<file path="config.mk">
export PLATFORM = sky130hd
export DESIGN_NAME = rx_xfer_ctrl
export DESIGN_NICKNAME = d
export VERILOG_FILES = /design/src/rtl/rx_xfer_ctrl_pkg.sv /design/src/rtl/rx_xfer_credit.sv /design/src/rtl/rx_xfer_ctrl.sv
export SDC_FILE = /design/constraint.sdc
export NUM_CORES = 1
export LEC_CHECK = 0
export BUFFER_PORTS_ARGS = -buffer_cell sky130_fd_sc_hd__clkbuf_2
export CORE_MARGIN = 2
export CORE_UTILIZATION = 35
export CTS_BUF_LIST = sky130_fd_sc_hd__clkbuf_16
export DETAILED_ROUTE_END_ITERATION = 10
export PLACE_DENSITY = 0.6
export SLEW_MARGIN = 20
export SYNTH_ARGS = -nofsm -noshare
export SYNTH_HDL_FRONTEND = slang
export SYNTH_SLANG_ARGS = --single-unit
export TNS_END_PERCENT = 100
</file>
<file path="constraint.sdc">
create_clock -name cpu_clk -period 3.2 [get_ports cpu_clk]
set_input_delay 0.64 -clock cpu_clk [delete_from_list [all_inputs] [get_ports cpu_clk]]
set_output_delay 0.64 -clock cpu_clk [all_outputs]
set_load 0.03 [all_outputs]
</file>
<file path="src/rtl/rx_xfer_ctrl_pkg.sv">
// rx_xfer_ctrl_pkg: shared state encoding and sizing for the rx sample buffer drain
package rx_xfer_ctrl_pkg;
  typedef logic [2:0] state_t;
  localparam logic [2:0] IDLE = 3'd0;
  localparam logic [2:0] RST = 3'd1;
  localparam logic [2:0] RST_HOLD = 3'd2;
  localparam logic [2:0] WAIT_AV = 3'd3;
  localparam logic [2:0] READ = 3'd4;
  localparam logic [2:0] CTR = 3'd5;
  localparam int RXBUF_SIZE = 8192;
  localparam int DEF_XFER_WORDS = 1012;
  localparam int CTR_W = 16;
endpackage

</file>
<file path="src/rtl/rx_xfer_credit.sv">
// rx_xfer_credit: reader-side buffer credit (read count, registered avail, sticky overrun)
module rx_xfer_credit import rx_xfer_ctrl_pkg::*; #(
  parameter int MAX_AHEAD = 8
) (
  input  logic             clk,
  input  logic             rst,
  input  logic             clr,
  input  logic             inc,
  input  logic [CTR_W-1:0] buf_ctr,
  output logic [CTR_W-1:0] avail,
  output logic             overrun
);
  logic [CTR_W-1:0] rd_ctr;
  // clr also zeroes avail so a stale pre-clear difference cannot re-arm overrun
  always_ff @(posedge clk) begin
    if (rst || clr) begin
      rd_ctr <= '0;
      avail <= '0;
      overrun <= 1'b0;
    end else begin
      rd_ctr <= rd_ctr + CTR_W'(inc);
      avail <= buf_ctr - rd_ctr;
      overrun <= overrun | (avail > CTR_W'(MAX_AHEAD));
    end
  end
endmodule

</file>
<file path="src/rtl/rx_xfer_ctrl.sv">
// rx_xfer_ctrl: schedules rx sample buffer reads toward the SPI path, one transfer per start
module rx_xfer_ctrl import rx_xfer_ctrl_pkg::*; #(
  parameter int MAX_AHEAD = RXBUF_SIZE / DEF_XFER_WORDS,
  parameter int RST_WAIT = 8,
  parameter int LEN_W = 11
) (
  input  logic             cpu_clk,
  input  logic             reset_C,
  input  logic             init_C,
  input  logic             start_C,
  input  logic [LEN_W-1:0] xfer_words_C,
  input  logic [CTR_W-1:0] buf_ctr_C,
  input  logic             spi_ready_C,
  output logic             reset_bufs_C,
  output logic             get_rx_samp_C,
  output logic             get_buf_ctr_C,
  output logic             busy_C,
  output logic             done_C,
  output logic [CTR_W-1:0] avail_C,
  output logic             overrun_C
);
  localparam int WAIT_W = $clog2(RST_WAIT + 1);
  state_t state;
  logic [LEN_W-1:0] words;
  logic [WAIT_W-1:0] wait_ctr;
  assign busy_C = state != IDLE;
  assign reset_bufs_C = state == RST;
  assign get_rx_samp_C = state == READ && spi_ready_C;
  assign get_buf_ctr_C = state == CTR && spi_ready_C;
  // an aborted counter-word cycle neither completes nor consumes a buffer
  assign done_C = get_buf_ctr_C && !init_C && !reset_C;
  rx_xfer_credit #(.MAX_AHEAD(MAX_AHEAD)) u_credit (
    .clk(cpu_clk),
    .rst(reset_C),
    .clr(reset_bufs_C),
    .inc(done_C),
    .buf_ctr(buf_ctr_C),
    .avail(avail_C),
    .overrun(overrun_C)
  );
  always_ff @(posedge cpu_clk) begin
    if (reset_C) begin
      state <= IDLE;
      words <= '0;
      wait_ctr <= '0;
    end else if (init_C) begin
      state <= RST;
      words <= '0;
    end else begin
      case (state)
        RST: begin
          wait_ctr <= WAIT_W'(RST_WAIT);
          state <= RST_HOLD;
        end
        RST_HOLD: begin
          wait_ctr <= wait_ctr - 1'b1;
          if (wait_ctr <= WAIT_W'(1)) state <= IDLE;
        end
        WAIT_AV: if (|avail_C) begin
          words <= xfer_words_C;
          state <= |xfer_words_C ? READ : CTR;
        end
        READ: if (spi_ready_C) begin
          words <= words - 1'b1;
          if (words == LEN_W'(1)) state <= CTR;
        end
        CTR: if (spi_ready_C) state <= IDLE;
        default: state <= start_C ? WAIT_AV : IDLE;
      endcase
    end
  end
endmodule

</file>
# Word-level counts from Yosys, hierarchy flattened
# Cells that the tools add are included.
# Widths: inputs -> output; s select.
[classes]
n_addsub = 4
order_cmp = 2
n_eq_ne = 16
n_mux = 13
bitwise = 2
reduce_logical = 17
[op_table]
columns = ["op", "count"]
rows = [
  ["$mux 11", 2],
  ["$pmux 11 s2", 1],
  ["$add 16x1->16", 1],
  ["$gt 16x4->1 const B", 1],
  ["$reduce_or 16->1", 1],
  ["$sub 16x16->16", 1],
  ["$mux 3", 5],
  ["$pmux 3 s5", 1],
  ["$ne 3x3->1 const B", 4],
  ["$eq 11x1->1 const B", 1],
  ["$reduce_or 11->1", 1],
  ["$sub 11x1->11 const B", 1],
  ["$reduce_and 5->1", 2],
  ["$ne 2x2->1 const B", 4],
  ["$pmux 4 s2", 1],
  ["$eq 3x2->1 const B", 2],
  ["$eq 3x3->1 const B", 2],
  ["$le 4x1->1 const B", 1],
  ["$logic_and 1x1->1", 4],
  ["$reduce_bool 2->1", 2],
  ["$sub 4x1->4 const B", 1],
  ["$eq 3x1->1 const B", 1],
  ["$ne 3x2->1 const B", 1],
  ["$reduce_and 3->1", 1],
  ["other kinds (10)", 12],
]
[totals]
register_bits = 51
inputBits = 32
out_inout_bits = 22
word_cells = 61

# Depth between registers and ports, before layout
[logic_depth]
depth_word = 5
ltp_mapped = 11
depth_no_buf = 9

# By module
# Synthesis repeated with hierarchy kept, for this count alone.
[unflattened]
cells_unflattened = 386
hier_area_um2 = 3105.5
[modules_own_cells]
columns = ["module", "instances", "cells_per_inst", "area_each_um2", "seq_area_each_um2"]
rows = [
  ["rx_xfer_credit", 1, 230, 1919.3, 660.6],
  ["rx_xfer_ctrl", 1, 156, 1186.1, 360.3],
]

# Least setup slack after synthesis
# OpenSTA, ideal clock, no wires.
[synth_timing]
path_kind = "input to register"
startpoint = "input reset_C"
endpoint = "register u_credit.rd_ctr[12]"
setup_time_ns = 0.117
t_arrival_ns = 3.189
setup_slack_ns = -0.107
stages = 11
path_buffers = 2
cell_sequence = "clkbuf_1 or2_2 clkbuf_1 nor3_1 ha_1 ha_1 nand3_1 nor2_1 nand4_1 xnor2_1 nor2_1"
[synth_between]
elab_chain_cells = 3
[synth_rtl]
columns = ["item", "line", "rtl"]
rows = [
  ["start: declaration", "rx_xfer_ctrl.sv:8", "input logic reset_C,"],
  ["$logic_not 1->1", "rx_xfer_ctrl.sv:31", "assign done_C = get_buf_ctr_C && !init_C && !reset_C;"],
  ["$logic_and 1x1->1", "rx_xfer_ctrl.sv:31", ""],
  ["via done_C", "rx_xfer_ctrl.sv:18", "output logic done_C,"],
  ["$add 16x1->16", "rx_xfer_credit.sv:21", "rd_ctr <= rd_ctr + CTR_W'(inc);"],
  ["end signal: assignment", "rx_xfer_credit.sv:21", ""],
  ["end: declaration", "rx_xfer_credit.sv:13", "logic [CTR_W-1:0] rd_ctr;"],
]
# The timed path passes the listed nets, and every way through them passes these cells.
# A chain may end at the register's enable or synchronous reset.

# Worst setup path after layout
[layout_timing]
startpoint = "input reset_C"
endpoint = "register u_credit.rd_ctr[12]"
[layout_between]
elab_chain_cells = 3
[layout_rtl]
columns = ["item", "line"]
rows = [
  ["$logic_not 1->1", "rx_xfer_ctrl.sv:31"],
  ["$logic_and 1x1->1", "rx_xfer_ctrl.sv:31"],
  ["$add 16x1->16", "rx_xfer_credit.sv:21"],
]
# Several ways; a longest one is shown, not always the timed one.

==> results.py <==
metrics = {
    "run_status": {
        "status": "complete, no violations",
    },
    "setup_path": {
        "worstPathRequired_ns": 3.35,
        "cp_max_fo": 10,
        "end_kind": "register",
        "critPathKind": "in -> reg",
        "worstRegToRegCells": 7,
        "start_kind": "input pin",
        "cp.arrival_ns": 2.71,
    },
    "global_routing": {
        "grt_max_degree": 33,
        "grt_pass1_wl_um": 13400,
        "antenna_found_initial": 0,
        "grt_pass1_vias": 2842,
        "track_usage_pct": 16.3,
        "grt_overflow_total": 0,
    },
    "timing": {
        "tightestPinTransition_ns": 0.907,
        "fmax_mhz": 390,
        "drv_slew": 0,
        "fin_worst_skew_ns": 0.00507,
        "maxSlewHeadroom_pct": 39.3,
        "grt_setup_unrepaired": "false",
        "period_minus_slack_ns": 2.56,
        "finalCritPeriodShare_pct": 80.1,
        "final-hold-violation-count": 0,
        "finalSetupViolations": 0,
        "tns_ns": 0,
    },
    "logic_synthesis": {
        "syn-mean-instance-area_um2": 7.97,
        "ys.flop_type": "dfxtp_1",
        "yosysUniqueCellTypes": 61,
        "synth_top_area_share_pct": 31.7,
        "syn_area_um2": 3220,
        "synth-seq-area-share_pct": 31.7,
        "synthTopCellsByCount": "51 x dfxtp_1, 51 x nor2_1, 30 x nand2_1, 25 x a21oi_1, 25 x inv_1",
        "ys_warn_count": 0,
        "synth_edf_count": 0,
        "async_flop_share_pct": 0,
        "synth.net_count": 459,
        "netlist_top_cells_area": "dfxtp_1 32%, ha_1 8.6%, nor2_1 5.9%",
        "synth_cells": 404,
        "synth_area_leader_cell": "dfxtp_1",
        "synth_seq_cells": 51,
    },
    "clocking": {
        "cts_resized": 0,
        "cts_tree": "built",
        "cts_buffers": 5,
        "post-cts-setup-buffer-count": 0,
        "clk_path_buf_depth": 2,
        "cts-root-buf": "clkbuf_16",
        "cts_hold_buffers": 0,
        "cts.sinks": 51,
        "clk_latency_ns": 0.28,
        "clk_pin_slew_ns": 0.07,
        "cts_max_level": 2,
    },
    "power_and_ir_drop": {
        "power_frac_clock_pct": 33.7,
        "p_switching_w": 0.000448,
        "internal-power_w": 0.00106,
        "pwr-share-comb_pct": 20.6,
        "pwr-share-seq_pct": 45.7,
        "power_density_nw_per_um2": 405,
        "p_leak_nw": 1.53,
        "peakVddDrop_v": 0.000231,
        "switching_share_pct": 29.7,
    },
    "min_path": {
        "whs_path_depth": 2,
        "hold_path_class": "reg -> reg",
    },
    "drt": {
        "vias": 3039,
        "drtIter0Drc": 244,
        "final_antenna_net_count": 0,
        "wl_per_cell_um": 14.2,
        "dr.pass1.iters": 4,
        "drc": 0,
        "wirelength_um": 7970,
        "via_per_inst": 5.43,
    },
    "die": {
        "initial_core_util_pct": 36.5,
        "num_rows": 34,
        "die-area_um2": 9980,
        "io_pins": 54,
        "die_width_um": 99.9,
        "core_area_um2": 8810,
        "die_h_um": 99.9,
    },
    "layout": {
        "stdcell_count": 560,
        "n_antenna_cell": 0,
        "synthToLayoutAreaGrowth_pct": 15.6,
        "drive_gt1_share_pct": 16.8,
        "final_nets": 506,
        "fillers": 909,
        "final_core_util_pct": 42.2,
    },
    "placed_design": {
        "post-dp-hpwl_um": 6180,
        "place_congestion": 0.855,
        "place_inst": 552,
        "io_buffers": 53,
    },
    "job": {
        "maxCapViolations": 0,
    },
}
==> flip-flops by register name, summed over array words and instances, names as in the netlist <==
register	cells
u_credit.overrun	1
state	3
words	11
u_credit.avail	16
wait_ctr	4
u_credit.rd_ctr	16
==> final cells by class <==
cell class | count | area (µm²) | share of cell area, %
multi-input combinational | 310 | 2030 | 54.5
sequential | 51 | 1020 | 27.5
timing repair buffer | 58 | 303 | 8.14
tap | 108 | 135 | 3.63
clock buffer | 5 | 125 | 3.36
inverter | 25 | 93.8 | 2.52
clock inverter | 3 | 12.5 | 0.336
==> power groups by stage <==
stage / Clock (W) / Combinational (W) / Sequential [W]
2_1_floorplan: 0 / 0.000182 / 0.000731
3_3_place_gp: 0 / 0.000306 / 0.000702
3_5_place_dp: 0 / 0.000308 / 0.000702
4_1_cts: 0.000523 / 0.000309 / 0.000688
5_1_grt: 0.000551 / 0.000341 / 0.000692
6_report: 0.000508 / 0.000310 / 0.000688
==> worst max-delay path, stage by stage <==
cell and delay, ns:
clkbuf_2 0.17, or2_2 0.41, nor3_2 0.29, ha_1 0.21, ha_1 0.18, nand3_1 0.12
nor2_1 0.32, nand4_1 0.16, xnor2_1 0.15, nor2_1 0.05
==> layer usage <==
layer	vias up	track usage, %	part of all wire, %
met1	1409	23.2	50
met3	8	2.44	4.4
li1	1548	-	-
met2	74	26.0	45
met4	0	4.11	1.1
met5	-	0	0
==> kinds of logic (layout without fill, tap and decap cells) <==
kind of cell               Yosys count  in the layout  synth area share [%]
DFF                                 51             51                  31.7
AOI/OAI and AO/OA                   98             98                  21.7
adders and majority gates           23             23                  9.18
buffers and inverters               43             91                  5.40
xor gates and xnor gates            18             18                  4.90
muxes                                3              3                 0.933
and+or+nand+nor                    168            168                  26.2
==> per-stage QoR <==
| step | hold WS, ns | instance area [µm²] | setup WS [ns] | power [W] |
|---|---|---|---|---|
| finish | 0.495 | 3720 | 0.638 | 0.00151 |
| global route | 0.493 | 3720 | 0.437 | 0.00158 |
| CTS | 0.491 | 3720 | 0.648 | 0.00152 |
| detailed placement | 0.483 | 3580 | 0.368 | 0.00101 |
| global placement | 0.473 | 3580 | 0.416 | 0.00101 |
| floorplan | 0.454 | 3220 | 0.234 | 0.000913 |
==> final timing paths <==
| path | endpoint | slack, ns | from |
|---|---|---|---|
| setup / recovery | u_credit.rd_ctr[12] | 0.64 | reset_C |
| hold / removal | u_credit.rd_ctr[8] | 0.50 | u_credit.rd_ctr[8] |
| setup reg to reg | words[4] | 0.79 | words[6] |
| hold reg to reg | u_credit.rd_ctr[8] | 0.50 | u_credit.rd_ctr[8] |
==> cells in the final DEF (no fill, tap or decap), types with 6 or more instances in the layout <==
cell type and n:
clkbuf_2 53, nor2_1 51, dfxtp_1 51, nand2_1 30, inv_1 27, a21oi_1 25
ha_1 22, nand3_1 16, xnor2_1 15, o21ai_0 13, nor4_1 12, nor3_1 10
a211oi_1 8, or3_1 7, o211ai_1 7, and3_1 6, nor2b_1 6
Note: power is estimated with default switching activity, not from simulation.
